<file path="src/rtl/alarm_ctrl.sv">
// Alarm clock controller: time of day, set modes, and ring/snooze sequencing.
// All state advances on Clock_5K; seconds advance on the rising edge of Clock_1Sec.
module alarm_ctrl #(
    parameter int unsigned SNOOZE_SEC = 300,
    parameter int unsigned RING_SEC   = 60
) (
    input  logic       Clock_5K,
    input  logic       Reset,
    input  logic       Clock_1Sec,
    input  logic       Btn_Mode,
    input  logic       Btn_Hour,
    input  logic       Btn_Min,
    input  logic       Btn_Alarm,
    input  logic       Btn_Snooze,
    output logic [4:0] Hour,
    output logic [5:0] Minute,
    output logic [5:0] Second,
    output logic [4:0] Alarm_Hour,
    output logic [5:0] Alarm_Min,
    output logic       Alarm_En,
    output logic [1:0] Mode,
    output logic [1:0] Alarm_State,
    output logic       Buzzer
);

    localparam int unsigned HW  = 5;
    localparam int unsigned MW  = 6;
    localparam int unsigned SNW = 12;
    localparam int unsigned RNW = 8;

    typedef enum logic [1:0] {
        MODE_RUN       = 2'b00,
        MODE_SET_TIME  = 2'b01,
        MODE_SET_ALARM = 2'b10,
        MODE_BAD       = 2'b11
    } mode_e;

    typedef enum logic [1:0] {
        AL_IDLE    = 2'b00,
        AL_RINGING = 2'b01,
        AL_SNOOZED = 2'b10,
        AL_BAD     = 2'b11
    } alarm_e;

    logic           c1s_q;
    mode_e          mode_q, mode_d;
    alarm_e         al_state_q, al_state_d;
    logic [HW-1:0]  hour_q, hour_d, al_hour_q, al_hour_d;
    logic [MW-1:0]  min_q, min_d, sec_q, sec_d, al_min_q, al_min_d;
    logic           al_en_q, al_en_d;
    logic [RNW-1:0] ring_cnt_q, ring_cnt_d;
    logic [SNW-1:0] snz_cnt_q, snz_cnt_d;

    logic sec_tick, enter_set, run_time, time_hit;

    function automatic logic [HW-1:0] inc_hour(input logic [HW-1:0] h);
        return (h == HW'(23)) ? HW'(0) : HW'(h + HW'(1));
    endfunction

    function automatic logic [MW-1:0] inc_min(input logic [MW-1:0] m);
        return (m == MW'(59)) ? MW'(0) : MW'(m + MW'(1));
    endfunction

    // State register
    always_ff @(posedge Clock_5K or negedge Reset) begin
        if (!Reset) begin
            c1s_q      <= 1'b0;
            mode_q     <= MODE_RUN;
            al_state_q <= AL_IDLE;
            hour_q     <= '0;
            min_q      <= '0;
            sec_q      <= '0;
            al_hour_q  <= '0;
            al_min_q   <= '0;
            al_en_q    <= 1'b0;
            ring_cnt_q <= '0;
            snz_cnt_q  <= '0;
        end else begin
            c1s_q      <= Clock_1Sec;
            mode_q     <= mode_d;
            al_state_q <= al_state_d;
            hour_q     <= hour_d;
            min_q      <= min_d;
            sec_q      <= sec_d;
            al_hour_q  <= al_hour_d;
            al_min_q   <= al_min_d;
            al_en_q    <= al_en_d;
            ring_cnt_q <= ring_cnt_d;
            snz_cnt_q  <= snz_cnt_d;
        end
    end

    // Time-of-day and alarm-setting datapath; a tick that lands on SET_TIME entry is dropped
    always_comb begin
        sec_tick  = Clock_1Sec & ~c1s_q;
        enter_set = Btn_Mode && (mode_q == MODE_RUN);
        run_time  = sec_tick && !enter_set &&
                    ((mode_q == MODE_RUN) || (mode_q == MODE_SET_ALARM));
        hour_d    = hour_q;
        min_d     = min_q;
        sec_d     = sec_q;
        al_hour_d = al_hour_q;
        al_min_d  = al_min_q;
        al_en_d   = al_en_q ^ Btn_Alarm;

        if (enter_set) begin
            sec_d = '0;
        end else if (run_time) begin
            sec_d = inc_min(sec_q);
            if (sec_q == MW'(59)) begin
                min_d = inc_min(min_q);
                if (min_q == MW'(59)) begin
                    hour_d = inc_hour(hour_q);
                end
            end
        end else if ((mode_q == MODE_SET_TIME) && !Btn_Mode) begin
            if (Btn_Hour) hour_d = inc_hour(hour_q);
            if (Btn_Min)  min_d  = inc_min(min_q);
        end

        if ((mode_q == MODE_SET_ALARM) && !Btn_Mode) begin
            if (Btn_Hour) al_hour_d = inc_hour(al_hour_q);
            if (Btn_Min)  al_min_d  = inc_min(al_min_q);
        end

        time_hit = run_time && (hour_d == al_hour_q) && (min_d == al_min_q) &&
                   (sec_d == MW'(0));
    end

    // Next-state logic for mode and alarm sequencing
    always_comb begin
        mode_d     = mode_q;
        al_state_d = al_state_q;
        ring_cnt_d = ring_cnt_q;
        snz_cnt_d  = snz_cnt_q;

        if (Btn_Mode) begin
            case (mode_q)
                MODE_RUN:      mode_d = MODE_SET_TIME;
                MODE_SET_TIME: mode_d = MODE_SET_ALARM;
                default:       mode_d = MODE_RUN;
            endcase
        end else if (mode_q == MODE_BAD) begin
            mode_d = MODE_RUN;
        end

        case (al_state_q)
            AL_IDLE: begin
                if (time_hit && al_en_d) begin
                    al_state_d = AL_RINGING;
                    ring_cnt_d = '0;
                end
            end
            AL_RINGING: begin
                if (Btn_Alarm) begin
                    al_state_d = AL_IDLE;
                    ring_cnt_d = '0;
                end else if (Btn_Snooze) begin
                    al_state_d = AL_SNOOZED;
                    ring_cnt_d = '0;
                    snz_cnt_d  = SNW'(SNOOZE_SEC);
                end else if (sec_tick) begin
                    if (ring_cnt_q >= RNW'(RING_SEC - 1)) begin
                        al_state_d = AL_IDLE;
                        ring_cnt_d = '0;
                    end else begin
                        ring_cnt_d = RNW'(ring_cnt_q + RNW'(1));
                    end
                end
            end
            AL_SNOOZED: begin
                if (Btn_Alarm) begin
                    al_state_d = AL_IDLE;
                    snz_cnt_d  = '0;
                end else if (sec_tick) begin
                    if (snz_cnt_q <= SNW'(1)) begin
                        al_state_d = AL_RINGING;
                        ring_cnt_d = '0;
                        snz_cnt_d  = '0;
                    end else begin
                        snz_cnt_d = SNW'(snz_cnt_q - SNW'(1));
                    end
                end
            end
            default: begin
                al_state_d = AL_IDLE;
                ring_cnt_d = '0;
                snz_cnt_d  = '0;
            end
        endcase
    end

    // Outputs; the buzzer beeps with the 1 Hz square wave while ringing
    always_comb begin
        Hour        = hour_q;
        Minute      = min_q;
        Second      = sec_q;
        Alarm_Hour  = al_hour_q;
        Alarm_Min   = al_min_q;
        Alarm_En    = al_en_q;
        Mode        = mode_q;
        Alarm_State = al_state_q;
        Buzzer      = (al_state_q == AL_RINGING) & Clock_1Sec;
    end

endmodule

</file>
<file path="config.mk">
export PLATFORM = sky130hd
export DESIGN_NAME = alarm_ctrl
export DESIGN_NICKNAME = d
export VERILOG_FILES = /design/src/rtl/alarm_ctrl.sv
export SDC_FILE = /design/constraint.sdc
export NUM_CORES = 1
export LEC_CHECK = 0
export CAP_MARGIN = 0
export CORE_ASPECT_RATIO = 1.25
export CORE_MARGIN = 2
export CORE_UTILIZATION = 35
export DETAILED_ROUTE_END_ITERATION = 12
export PLACE_DENSITY = 0.55
export SLEW_MARGIN = 25
export SYNTH_ARGS = -nofsm -noshare
export SYNTH_HDL_FRONTEND = slang
export SYNTH_SLANG_ARGS = --single-unit
</file>
<file path="constraint.sdc">
create_clock -name Clock_5K -period 3.55 [get_ports Clock_5K]
set_input_delay 0.71 -clock Clock_5K [delete_from_list [all_inputs] [get_ports Clock_5K]]
set_output_delay 0.71 -clock Clock_5K [all_outputs]
set_load 0.01 [all_outputs]
</file>
After elaboration in Yosys (flattened, before gate mapping)
Index checks and enable logic that the tools add are counted.
{"block": "totals", "elab_cells": 113, "inputBits": 8, "reg_bits": 54}
{"block": "op_classes", "n_eq_ne": 22, "order_cmp": 2, "n_mux": 45, "n_addsub": 7, "n_reduce_logical": 21, "bitwise": 5}
{"cell": "$mux W8", "count": 8}
{"cell": "$mux W12", "count": 5}
{"cell": "$mux W6", "count": 10}
{"cell": "$mux W5", "count": 8}
{"cell": "$pmux W12 S3", "count": 1}
{"cell": "$pmux W8 S3", "count": 1}
{"cell": "$mux W2", "count": 10}
{"cell": "$add A6 B1 Y6 const B", "count": 3}
{"cell": "$eq A6 B6 Y1 const B", "count": 3}
{"cell": "$le A12 B1 Y1 const B", "count": 1}
{"cell": "$ne A2 B2 Y1 const B", "count": 6}
{"cell": "$sub A12 B1 Y12 const B", "count": 1}
{"cell": "$add A5 B1 Y5 const B", "count": 2}
{"cell": "$eq A5 B5 Y1 const B", "count": 2}
{"cell": "$reduce_and A5 Y1", "count": 2}
{"cell": "$logic_and A1 B1 Y1", "count": 9}
{"cell": "$add A8 B1 Y8 const B", "count": 1}
{"cell": "$ge A8 B6 Y1 const B", "count": 1}
{"cell": "$ne A4 B4 Y1 const B", "count": 2}
{"cell": "$eq A2 B2 Y1 const B", "count": 3}
{"cell": "$eq A6 B6 Y1", "count": 1}
{"cell": "$logic_not A6 Y1", "count": 1}
{"cell": "$ne A3 B3 Y1 const B", "count": 2}
{"cell": "$pmux W2 S3", "count": 1}
{"cell": "12 further kinds", "count": 18}

Longest topological paths before layout
{"block": "logic_depth", "word_depth": 14, "depth_mapped": 12, "depth_no_buf": 10}

Worst setup path after synthesis
No wires, ideal clock.
{"block": "synth_timing", "kind": "input to register", "startpoint": "input port Clock_1Sec", "endpoint": "register ring_cnt_q[0]", "setup_ns": 0.125, "n_path_buf": 1, "arrival_time_ns": 3.134, "required_ns": 3.425, "setup_slack_ns": 0.291, "stages": 10, "path_cell_list": "or3b_4 -> nor4_4 -> o21ai_1 -> and3_4 -> a2111oi_2 -> nor4b_2 -> a21boi_1 -> buf_2 -> nor2_4 -> mux2_2"}
{"block": "synth_via", "elab_chain_len": 12}
{"element": "start: declaration", "line": "9", "source": "input logic Clock_1Sec,"}
{"element": "$and A1 B1 Y1 *", "line": "95", "source": "sec_tick = Clock_1Sec & ~c1s_q;"}
{"element": "$logic_and A1 B1 Y1 (2 in a row)", "line": "97", "source": "run_time = sec_tick && !enter_set &&"}
{"element": "$mux W5", "line": "108", "source": "end else if (run_time) begin"}
{"element": "$mux W5", "line": "106", "source": "if (enter_set) begin"}
{"element": "$eq A5 B5 Y1", "line": "126", "source": "time_hit = run_time && (hour_d == al_hour_q) && (min_d == al_min_q) &&"}
{"element": "$logic_and A1 B1 Y1 (3 in a row)", "line": "126"}
{"element": "$logic_and A1 B1 Y1", "line": "149", "source": "if (time_hit && al_en_d) begin"}
{"element": "$ne A2 B2 Y1 (no source line)"}
{"element": "$reduce_and A5 Y1 (no source line) *"}
{"element": "end signal: assignment", "line": "88", "source": "ring_cnt_q <= ring_cnt_d;"}
{"element": "end: declaration", "line": "51", "source": "logic [RNW-1:0] ring_cnt_q, ring_cnt_d;"}
Every way passes the cells marked *; elsewhere a longest branch is shown, timed or not.
A chain may end at the register's enable or synchronous reset.

Worst setup path after layout
{"block": "layout_timing", "startpoint": "input port Btn_Hour", "endpoint": "register al_state_q[0], in the netlist Alarm_State[0]"}
{"block": "layout_via", "elab_chain_len": 11}
{"element": "start: declaration", "line": "11", "source": "input logic Btn_Hour,"}
{"element": "$mux W5", "line": "117", "source": "if (Btn_Hour) hour_d = inc_hour(hour_q);"}
{"element": "$mux W5", "line": "116", "source": "end else if ((mode_q == MODE_SET_TIME) && !Btn_Mode) begin"}
{"element": "$mux W5", "line": "108"}
{"element": "$mux W5", "line": "106"}
{"element": "$eq A5 B5 Y1", "line": "126"}
{"element": "$logic_and A1 B1 Y1 (3 in a row)", "line": "126"}
{"element": "$logic_and A1 B1 Y1", "line": "149"}
{"element": "$ne A2 B2 Y1 (no source line)"}
{"element": "$reduce_and A5 Y1 (no source line)"}
{"element": "end signal: assignment", "line": "81", "source": "al_state_q <= al_state_d;"}
{"element": "end: declaration", "line": "47", "source": "alarm_e al_state_q, al_state_d;"}
Every way passes these cells.

==> out/metrics.yaml <==
finish:
  drive_gt1_share_pct: 16.0
  layout.cells.non_filler: 609
  area_delta_synth_final_pct: 28.3
  nets: 499
  n_antenna_cell: 0
  stdcell_area_sq_mm: 0.00458
  n_fill_cell: 993
  multi_input_area_sq_mm: 0.00213
  seq_area_sq_mm: 0.00135
timing:
  fin_crit_ns: 3.35
  final.setup.tns_ns: 0
  hold_viol_final: 0
  rsz0062_at_grt: "no"
  slew_headroom_pct: 66.0
  setup_slack_ns: 0.204
  tightestPinTransition_ns: 0.505
  fin_crit_sh_pct: 94.3
  finalMaxSlewViolations: 0
  final-setup-viol-count: 0
  fin_skew_ns: 0.00342
  fmax_mhz: 299
die:
  die_w_um: 94.3
  die_height_um: 117
  ios: 42
  start_util_pct: 35.7
  die_area_sq_mm: 0.0110
  core_area_sq_mm: 0.0100
  rows: 41
power_and_ir_drop:
  peakVddDrop_v: 0.000247
  p_leak_nw: 1.92
  p_per_area_mw_per_mm2: 573
clock_network:
  cts_sinks: 54
  clk_pin_slew_ns: 0.07
  htree_levels: 2
  cts_buffers: 5
  clock_tree.buffer_depth: 2
  clkLatencyLatePin_ns: 0.29
  cts_tree: "yes"
  root_buffer: "clkbuf_16"
grt:
  overflow: 0
  grt_pass1_wl_mm: 15.8
  antenna_found_initial: 0
  grt_max_degree: 37
  grt_pass1_vias: 3174
  grt_usage_pct: 18.2
worst_setup_path:
  rr_worst_depth: 10
  r2r-end: "Alarm_State[0]$_DFFE_PN0P_"
  endpoint_kind: "register"
  critical_path.max_fanout: 6
  crit_type: "in2reg"
  crit_arrival_ns: 3.53
  start_kind: "input port"
  ff2ff_setup_slack_ns: 0.34
  required_ns: 3.74
  reg2reg_from: "Minute[0]$_DFF_PN0_"
placement:
  place_area_sq_mm: 0.00435
  gp_congestion: 0.843
  port_buffers: 41
  place_hpwl_mm: 7.23
  pre_cts_slack_ns: -0.500
  dp.cells: 599
synth:
  synth.most_common_cell: "dfrtp_1"
  synth-edff-count: 0
  synth_ff_type: "dfrtp_1"
  synth_top_area_cell: "dfrtp_1"
  synth_cell_type_count: 72
  async_flop_share_pct: 100
  syn-num-nets: 426
  synth_cells: 406
  syn_area_per_cell_sq_um: 8.79
  synth_area_leaders: "dfrtp_1 38%, o21ai_0 6.3%, ha_1 4.2%"
  ys_top_cells_by_count: "54 x dfrtp_1, 45 x o21ai_0, 28 x nand3_1, 28 x nor2_1, 25 x nand2_1"
  ys_ff_latch: 54
  yosys_warnings: 0
  synth_seq_area_share_pct: 37.9
  synth_top_area_share_pct: 37.9
  netlist_area_sq_mm: 0.00357
route:
  avgRoutedWirePerCell_um: 16.0
  finalWirelength_mm: 9.72
  avgViaCountPerCell: 5.56
  drc_errors: 0
  vias: 3384
  drt_iter0_drc: 156
  ant_nets: 0
  firstDrtPassIters: 5
flow_run:
  maxCapViolations: 0
outcome:
  status: "completed"
worst_hold_path:
  hp-class: "in2async"
-- worst max path at each step --
stage                         from                          to  slack, ns  cells past startpoint
2_1_floorplan           Clock_1Sec   ring_cnt_q[0]$_DFFE_PN0P_       0.29                     10
3_3_place_gp            Clock_1Sec   ring_cnt_q[0]$_DFFE_PN0P_      -0.48                     11
3_5_place_dp            Clock_1Sec   ring_cnt_q[0]$_DFFE_PN0P_      -0.50                     11
4_1_cts                   Btn_Mode   ring_cnt_q[0]$_DFFE_PN0P_       0.02                     12
5_1_grt        Minute[0]$_DFF_PN0_   ring_cnt_q[0]$_DFFE_PN0P_       0.05                     11
6_report                  Btn_Hour  Alarm_State[0]$_DFFE_PN0P_       0.20                     10
-- power breakdown --
group	leakage, nW	switching (mW)	internal, mW
registers	0.721	0.224	0.727
logic	1.12	0.553	0.608
clock network	0.0739	0.229	0.281
total	1.92	1.01	1.62
-- layout make-up --
class,count,area share (%)
clock buffers,7,3.12
multi-input cells,318,46.5
repair buffers,81,15.7
flip-flops and latches,54,29.5
clock inverters,1,0.109
inverters,19,1.56
well taps,129,3.53
-- per-stage QoR --
stage	total power, mW	util, %	hold WS (ns)
2_1_floorplan	1.55	-	0.414
3_3_place_gp	2.07	43.5	0.484
3_5_place_dp	2.09	43.5	0.495
4_1_cts	2.61	45.2	0.369
5_1_grt	2.80	45.8	0.393
6_report	2.62	45.8	0.354
-- repair_timing --
item	4_1_cts	5_1_grt
gates resized for setup	1	13
buffers inserted	1	0
cloned	1	0
hold buffers	0	0
pin swaps	1	7
setup endpoints to repair	10	10
-- flip-flops by register name (all words and copies together) (netlist names) --
register and flops:
Hour 5, c1s_q 1, Alarm_State 2, Minute 6
Second 6, Mode 2, Alarm_Hour 5, Alarm_Min 6
snz_cnt_q 12, Alarm_En 1, ring_cnt_q 8
-- cells in the final DEF (no fill, tap or decap), types with 12 or more instances in the layout --
| cell | n |
|---|---|
| nand3_1 | 28 |
| inv_1 | 19 |
| ha_1 | 12 |
| nor3_1 | 12 |
| nand2_1 | 25 |
| dfrtp_1 | 54 |
| o21ai_0 | 44 |
| nor2_1 | 28 |
| buf_4 | 38 |
| clkdlybuf4s50_1 | 38 |
| a21oi_1 | 19 |
| nor2b_1 | 18 |
-- critical path, cell delays in order --
cell	delay [ns]
clkdlybuf4s50_1	0.48
or4bb_4	0.60
o21ai_2	0.10
o2111ai_2	0.11
nor4_1	0.28
nand4b_1	0.20
nor4b_4	0.35
a21boi_2	0.12
or3_4	0.40
a22o_1	0.18
-- layer usage --
layer	global-route usage (%)	share of wire (%)
met5	0	0
met4	6.86	2.0
met3	2.69	4.3
met2	31.5	51
met1	23.1	43
-- logic make-up (layout without fill, tap and decap cells) --
logic type,after synthesis,after routing,synth area share (%)
AO/OA/AOI/OAI,119,119,21.5
XOR/XNOR,12,12,2.95
adder cells (fa/ha/maj),12,12,4.21
buffers and inverters,35,108,4.07
flip-flops,54,54,37.9
multiplexers,9,9,2.77
AND/OR/NAND/NOR,165,166,26.6
Note: power is estimated with default switching activity, not from simulation.
==> RTL change: new RTL, same flow settings <==
The localparam `RNW` goes from 8 to 16.
--- a/src/rtl/alarm_ctrl.sv
+++ b/src/rtl/alarm_ctrl.sv
@@ -26,7 +26,7 @@
     localparam int unsigned HW  = 5;
     localparam int unsigned MW  = 6;
     localparam int unsigned SNW = 12;
-    localparam int unsigned RNW = 8;
+    localparam int unsigned RNW = 16;
 
     typedef enum logic [1:0] {
         MODE_RUN       = 2'b00,
Function: no difference found for any inputs over 10 cycles, from zero or initial values and one cycle with Reset low; that may be too few to reach the edited logic, so the function may still have changed.
==> RTL change against the unedited design <==
  * Die area up 9.9%
  * Critical path depth up 1
  * Sequential cell count up 8
  * Cell area up 14%
  * Combinational power up 49%
  * Count of clock-buffer cells in the layout up 6
  * Routed wire length up 11%
  * Synthesized area up 10%
  * Core utilization up 1.7 points
  * Total power up 46%
  * Sequential share of layout area up 0.12 points
  * Worst setup slack worse by 0.14 ns
  * First-iteration DRC count up 40%
==> RTL change: results (changes against the unedited design) <==
Worst setup path
  – Max incr delay on CP: 0.54 ns (was 0.60 ns)
  – Crit-path slowest cell: or4_4 (was or4bb_4)
  – FF-to-FF setup slack: 0.13 ns (was 0.34 ns)
  – CP Data Arrival Time: 3.71 ns (was 3.53 ns)
  – FF-to-FF path depth: 11 (was 10)
  – Critical path fanouts, max: 4 (was 6)

Clock tree
  – Clk_lat worst skew: 0.34 ns (was 0.29 ns)
  – H-tree depth: 3 (was 2)
  – Total CTS buffers: 9 (was 5)
  – Clk slew on worst S/H paths: 0.05 ns (was 0.07 ns)

Status
  – Status: completed (unchanged)

Cells and area
  – Filler cells: 1033 (was 993)
  – Final nets: 547 (was 499)
  – Fraction of layout cells with a size suffix above 1: 18.2% (was 16.0%)
  – Biggest regs: ring_cnt_q x16, snz_cnt_q x12 (was snz_cnt_q x12, ring_cnt_q x8)

Drt
  – Routed wl met2: 5200 µm (was 4930 µm)
  – WL/cell: 16.2 µm (was 16.0 µm)
  – Routed wire length: 10800 µm (was 9720 µm)
  – Metal3 WL: 530 µm (was 413 µm)
  – Via density per instance: 5.79 (was 5.56)
  – 1st-iter DRT viols: 218 (was 156)
  – Routed met1 length: 4700 µm (was 4180 µm)

Synth
  – Synth Area in Compound Gates: 21.2% (was 21.5%)
  – Post-synthesis cell type count: 67 (was 72)
  – Syn avg cell area: 8.89 µm² (was 8.79 µm²)
  – Post-synth net total: 463 (was 426)
  – Adder-cell area share of the yosys netlist: 3.81% (was 4.21%)
  – Synth Area in XOR/XNOR: 3.34% (was 2.95%)
  – Synth top cells by count: dfrtp_1 (62), nor2_1 (35), o21ai_0 (35) (was dfrtp_1 (54), o21ai_0 (45), nand3_1 (28), nor2_1 (28), nand2_1 (25))
  – Post-synthesis sequential area ratio: 39.4% (was 37.9%)
  – Top area cells in the synthesized netlist: dfrtp_1 (39%), o21ai_0 (4.4%), ha_1 (3.8%) (was dfrtp_1 (38%), o21ai_0 (6.3%), ha_1 (4.2%))

GRT
  – First-pass GRT wire length: 17500 µm (was 15800 µm)
  – Total global-route track usage: 18.1% (was 18.2%)
  – Largest net degree at the start of global routing: 28 (was 37)

Timing
  – Worst-margin pin slew: 0.848 ns (was 0.505 ns)
  – Worst hold slack: 0.398 ns (was 0.354 ns)
  – Worst Skew: 0.00602 ns (was 0.00342 ns)

Power and ir drop
  – P_leak: 2.19 nW (was 1.92 nW)

Placed design
  – Placed Cells: 648 (was 599)
RTL change: cell type report:
| cell class | instances | area [µm²] | area share, % |
|---|---|---|---|
| tap | 135 | 169 | 3.23 |
| clock buffer | 13 | 270 | 5.16 |
| sequential | 62 | 1550 | 29.6 |
| multi-input combinational | 341 | 2300 | 44.0 |
| inverter | 19 | 71.3 | 1.36 |
| clock inverter | 3 | 65.1 | 1.24 |
| timing repair buffer | 94 | 806 | 15.4 |
RTL change: how the worst max path moves through the flow:
stage,startpoint,to,slack [ns],cells past startpoint
floorplan,Clock_1Sec,Alarm_State[0]$_DFFE_PN0P_,0.04,11
global placement,Clock_1Sec,Alarm_State[0]$_DFFE_PN0P_,-0.53,10
detailed placement,Clock_1Sec,Alarm_State[0]$_DFFE_PN0P_,-0.55,10
CTS,Btn_Mode,Alarm_State[0]$_DFFE_PN0P_,0.04,12
global route,Clock_1Sec,Alarm_State[0]$_DFFE_PN0P_,-0.02,11
finish,Clock_1Sec,Alarm_State[0]$_DFFE_PN0P_,0.07,11
RTL change: through the flow:
step | area (µm²) | setup slack, ns | util [%] | TNS, ns | power, mW
5_1_grt | 5240 | -0.0169 | 47.5 | -0.0277 | 4.08
3_5_place_dp | 4800 | -0.552 | 43.5 | -8.02 | 2.77
3_3_place_gp | 4800 | -0.535 | 43.5 | -7.85 | 2.75
2_1_floorplan | 3940 | 0.0353 | - | 0 | 2.04
4_1_cts | 5140 | 0.0447 | 46.6 | 0 | 3.79
6_report | 5240 | 0.0660 | 47.5 | 0 | 3.82
RTL change: metal layers:
metal  vias to the layer above  track usage (%)
met5                         -                0
met2                       124             29.3
met3                        32             3.13
met4                         0             9.93
met1                      1873             22.8
li1                       1833                -
RTL change: power breakdown:
group          switching (mW)  internal [mW]
clock network           0.319          0.671
registers               0.247          0.855
logic                   0.884          0.844
total                    1.45           2.37
RTL change: repair_timing:
item	4_1_cts	5_1_grt
pin swaps	7	7
resized for setup	5	14
setup endpoints to repair	16	18
cloned	0	0
buffers inserted	0	3
RTL change: logic make-up after synthesis:
group	Yosys count
buffers and inverters	40
xor gates and xnor gates	15
AOI/OAI and AO/OA	123
adders and majority gates	12
and+or+nand+nor	180
DFF	62
muxes	11
